`src/rtl/rr_grant_arbiter.sv`:
```
// rr_grant_arbiter: 8-way round-robin arbiter with go strobe, held grant and hold-limit timeout
module rr_grant_arbiter #(
   parameter int N        = 8,
   parameter int PTR_W    = 3,
   parameter int MAX_HOLD = 16
) (
   input  logic             clk,
   input  logic             reset,
   input  logic [N-1:0]     req,
   input  logic             go,
   output logic [N-1:0]     grant,
   output logic             grant_vld,
   output logic [PTR_W-1:0] ptr,
   output logic             forced
);
   localparam int CW = $clog2(MAX_HOLD + 1);
   typedef enum logic {IDLE, BUSY} state_t;
   state_t           state_q;
   logic [N-1:0]     grant_q;
   logic             vld_q;
   logic             forced_q;
   logic [PTR_W-1:0] ptr_q;
   logic [PTR_W-1:0] w_q;
   logic [CW-1:0]    cnt_q;
   logic [PTR_W-1:0] win_d;
   logic             found_d;
   // first set request scanning from ptr upward with wrap; descending loop lets the nearest one win
   always_comb begin
      win_d   = '0;
      found_d = 1'b0;
      for (int i = N - 1; i >= 0; i--) begin
         if (req[ptr_q + PTR_W'(i)]) begin
            win_d   = ptr_q + PTR_W'(i);
            found_d = 1'b1;
         end
      end
   end
   // arbitration FSM: grant in IDLE on go, hold in BUSY until release or hold limit
   always_ff @(posedge clk) begin
      if (reset) begin
         state_q  <= IDLE;
         grant_q  <= '0;
         vld_q    <= 1'b0;
         forced_q <= 1'b0;
         ptr_q    <= '0;
         w_q      <= '0;
         cnt_q    <= '0;
      end else begin
         forced_q <= 1'b0;
         if (state_q == IDLE) begin
            if (go && found_d) begin
               grant_q <= {{(N-1){1'b0}}, 1'b1} << win_d;
               vld_q   <= 1'b1;
               w_q     <= win_d;
               cnt_q   <= CW'(1);
               state_q <= BUSY;
            end
         end else if (!req[w_q] || cnt_q == CW'(MAX_HOLD)) begin
            grant_q  <= '0;
            vld_q    <= 1'b0;
            ptr_q    <= w_q + PTR_W'(1);
            forced_q <= req[w_q];
            state_q  <= IDLE;
         end else begin
            cnt_q <= cnt_q + CW'(1);
         end
      end
   end
   assign grant     = grant_q;
   assign grant_vld = vld_q;
   assign ptr       = ptr_q;
   assign forced    = forced_q;
endmodule
```
`config.mk`:
```
export PLATFORM = sky130hd
export DESIGN_NAME = rr_grant_arbiter
export DESIGN_NICKNAME = d
export VERILOG_FILES = /design/src/rtl/rr_grant_arbiter.sv
export SDC_FILE = /design/constraint.sdc
export NUM_CORES = 1
export LEC_CHECK = 0
export BUFFER_PORTS_ARGS = -buffer_cell sky130_fd_sc_hd__buf_2
export CAP_MARGIN = 30
export CORE_MARGIN = 3
export CORE_UTILIZATION = 45
export DETAILED_ROUTE_END_ITERATION = 12
export PLACE_DENSITY = 0.66
export SYNTH_ARGS = -nofsm -noshare
export SYNTH_HDL_FRONTEND = slang
export SYNTH_SLANG_ARGS = --single-unit
```
`constraint.sdc`:
```
create_clock -name clk -period 3.17 [get_ports clk]
set_input_delay 0.317 -clock clk [delete_from_list [all_inputs] [get_ports clk]]
set_output_delay 0.317 -clock clk [all_outputs]
set_load 0.02 [all_outputs]
```
==> summary.txt <==
Outcome
  • Status: finished, final reports clean

Layout
  • Area of the multi-input gates: 0.00155 sq mm
  • Area grow syn2layout: 8.66%
  • Register Area: 440 sq um
  • Filler cells: 424
  • Layout cell share with drive strength beyond 1: 31.4%
  • # nets final: 254
  • Ant diodes: 0

Logic synthesis
  • Top post-synthesis cells by count: dfxtp_1 (22), nor2_1 (20), mux4_2 (14)
  • Warning count from the yosys run: 0
  • Syn nets: 238
  • Yosys reg bits: 22
  • Seq/Total Area, Yosys: 20.7%
  • Async SR Flop Fraction: 0%
  • Mapped cell area: 0.00212 sq mm
  • Top_reg_cell synth: dfxtp_1
  • Post-synth EDFFs: 0
  • Synth top area cells: dfxtp_1 (21%), mux4_2 (15%), mux2i_1 (6.1%)
  • Count of cell types in the netlist: 52
  • Avg Inst Size Synth: 9.57 sq um
  • Most frequent cell after synthesis: dfxtp_1
  • Share of the synthesized area in the top cell type: 20.7%
  • Synth Instances: 222
  • Synth area leader: dfxtp_1

Placement
  • Buffers added on ports: 23
  • HPWL Detailed: 3710 um
  • Pre-CTS WS: 80.8 ps
  • Routability cong.: 0.913

Hold path
  • Worst hold path class: in -> reg

Critical path
  • Crit path kind: reg -> reg
  • Worst EP arrival: 3100 ps
  • R2r worst-path depth: 10
  • Critical path origin: ptr[0]
  • CP Launch Type: register
  • Maximum fanout along the worst path: 25
  • Critical Path RT: 3330 ps
  • CP endpoint kind: register
  • Critical Path End: grant[3]
  • FF-to-FF Start: ptr[0]
  • R2r setup slk: 230 ps
  • Reg2reg end: grant[3]

Power and ir drop
  • Power Internal: 0.586 mW
  • Clock power share: 17.7%
  • Sequential share of power: 34.0%
  • Logic pwr share: 48.2%
  • Switching share of total power: 37.5%
  • Pleak: 0.893 nW
  • NetSw: 0.351 mW
  • Maximum VDD drop: 0.000221 V
  • PwrDens: 406 mW/mm^2

GRT
  • First-pass GRT wire length: 8740 um
  • Overall global routing resource usage: 20.3%
  • Top Usage Layer GRT: met2
  • Vias in the first global route: 1773
  • GRT met2 Usage: 30.3%
  • Initial antenna violation count: 0
  • Met3 Resource Use GR: 3.60%
  • GR Overflow Total: 0
  • GR Layer Usage met1: 29.5%
  • Pin count of the biggest net entering global routing: 26

Clock tree
  • # hold bufs at CTS: 0
  • Max Buffers Root-to-Sink: 2
  • Cts bufs inserted: 3
  • H-Tree Depth: 1
  • Root Driver: clkbuf_8
  • CTS tree: done
  • Reg clk slew, reported paths: 70 ps
  • CTS Sinks: 22
  • Skew-Pair Late Insertion Delay: 260 ps

Timing
  • Final Hold Viols: 0
  • Final worst path period share: 92.8%
  • Slew @ Worst Pin: 748 ps
  • FMAX: 0.340 GHz
  • Total negative setup slack: 0 ps
  • Fin crit period: 2940 ps
  • RSZ-0062 raised after global routing: no
  • Setup Skew: 4.37 ps
  • Slew Limit Fails: 0
  • Final setup fails: 0
  • Max-Slew Margin vs Limit: 50.1%
  • Final WS setup: 227 ps

Job
  • Max-Cap Viols: 0

Drt
  • Residual DRC: 0
  • DRT Pass-1 Iters: 5
  • Detailed Route Iter0 Violations: 125
  • Via density: 6.51
  • Final Routed Wirelength: 5140 um
  • Post-DRT Antenna Nets: 0
  • Vias: 1875
  • Routed WL per cell: 17.8 um

Floorplanning
  • Area of the die: 0.00558 sq mm
  • Die X: 74.7 um
  • Die Ht: 74.7 um
  • I/O pin cnt: 24
  • # rows: 24
  • Initial Util: 47.8%
  • Placeable core area: 0.00444 sq mm
[state kept, by name, indices dropped and copies added, names as in the netlist]
name and count:
ptr 3, forced 1, w_q 3, state_q 1, cnt_q 5, grant 8, grant_vld 1
[metal layers]
| metal | part of all wire [%] | vias up |
|---|---|---|
| met5 | 0 | - |
| met4 | 2.2 | 0 |
| met3 | 5.3 | 13 |
| met2 | 45 | 71 |
| met1 | 47 | 920 |
| li1 | - | 871 |
[metrics by stage]
stage / cell area, sq um / utilization [%] / total power, mW / std cells / hold WS [ps]
floorplan: 2130 / - / 0.677 / 222 / 389
global placement: 2250 / 50.7 / 0.768 / 285 / 463
detailed placement: 2250 / 50.7 / 0.770 / 285 / 456
CTS: 2300 / 51.7 / 0.939 / 288 / 399
global route: 2310 / 51.9 / 1.01 / 288 / 423
finish: 2310 / 51.9 / 0.937 / 288 / 407
[kinds of logic after synthesis]
group / synth area share (%)
AO/OA/AOI/OAI: 18.4
XOR/XNOR: 3.30
adder cells (fa/ha/maj): 2.94
buffers and inverters: 6.65
flip-flops: 20.7
multiplexers: 33.3
AND/OR/NAND/NOR: 14.6
[power by group through the flow]
stage	clock network [mW]	registers, mW	logic [mW]
2_1_floorplan	0	0.331	0.346
3_3_place_gp	0	0.325	0.443
3_5_place_dp	0	0.324	0.445
4_1_cts	0.173	0.319	0.448
5_1_grt	0.184	0.322	0.499
6_report	0.166	0.319	0.452
[repair_timing]
action,4_1_cts,5_1_grt
endpoints found under the setup margin,0,9
buffers inserted,0,0
gates resized for setup,0,4
[worst max-delay path, cell delays in order, from the launching register on]
cell	delay (ps)
dfxtp_1	370
buf_6	260
ha_2	330
xnor2_1	220
mux2i_1	160
a211oi_1	380
mux2_2	380
o211ai_1	190
o41a_4	240
nor2b_2	60
a32o_1	240
[cell usage in the layout (no fill, tap or decap), drive strengths merged, types with 2 or more instances in the layout]
cell type / netlist / layout
a211oi: 6 / 6
a21o: 2 / 2
a21oi: 13 / 13
a22o: 4 / 4
a22oi: 2 / 2
a311oi: 2 / 2
a32o: 4 / 4
and2: 4 / 4
buf: 9 / 29
clkbuf: 9 / 3
clkinv: 2 / 2
dfxtp: 22 / 22
ha: 5 / 5
inv: 10 / 10
mux2: 13 / 13
mux2i: 13 / 13
mux4: 18 / 18
nand2: 12 / 12
nand2b: 2 / 2
nand3: 5 / 5
nand4: 3 / 3
nor2: 22 / 22
nor2b: 4 / 4
nor3: 6 / 6
o211ai: 3 / 3
o21ai: 6 / 6
or2: 3 / 3
xnor2: 2 / 2
xor2: 6 / 6
[cell type report]
| class | count | share of cell area [%] |
|---|---|---|
| inverters | 12 | 2.01 |
| multi-input cells | 170 | 67.0 |
| repair buffers | 29 | 7.26 |
| clock buffers | 3 | 1.79 |
| well taps | 52 | 2.82 |
| flip-flops and latches | 22 | 19.1 |
[how the worst min path moves through the flow]
stage                  start   endpoint  depth (start not counted)
floorplan              reset   cnt_q[0]                          1
global placement    grant[3]   grant[3]                          1
detailed placement  grant[4]   grant[4]                          1
CTS                    reset  grant_vld                          2
global route           reset   cnt_q[1]                          2
finish                 reset  grant_vld                          2
Note: power is estimated with default switching activity, not from simulation.
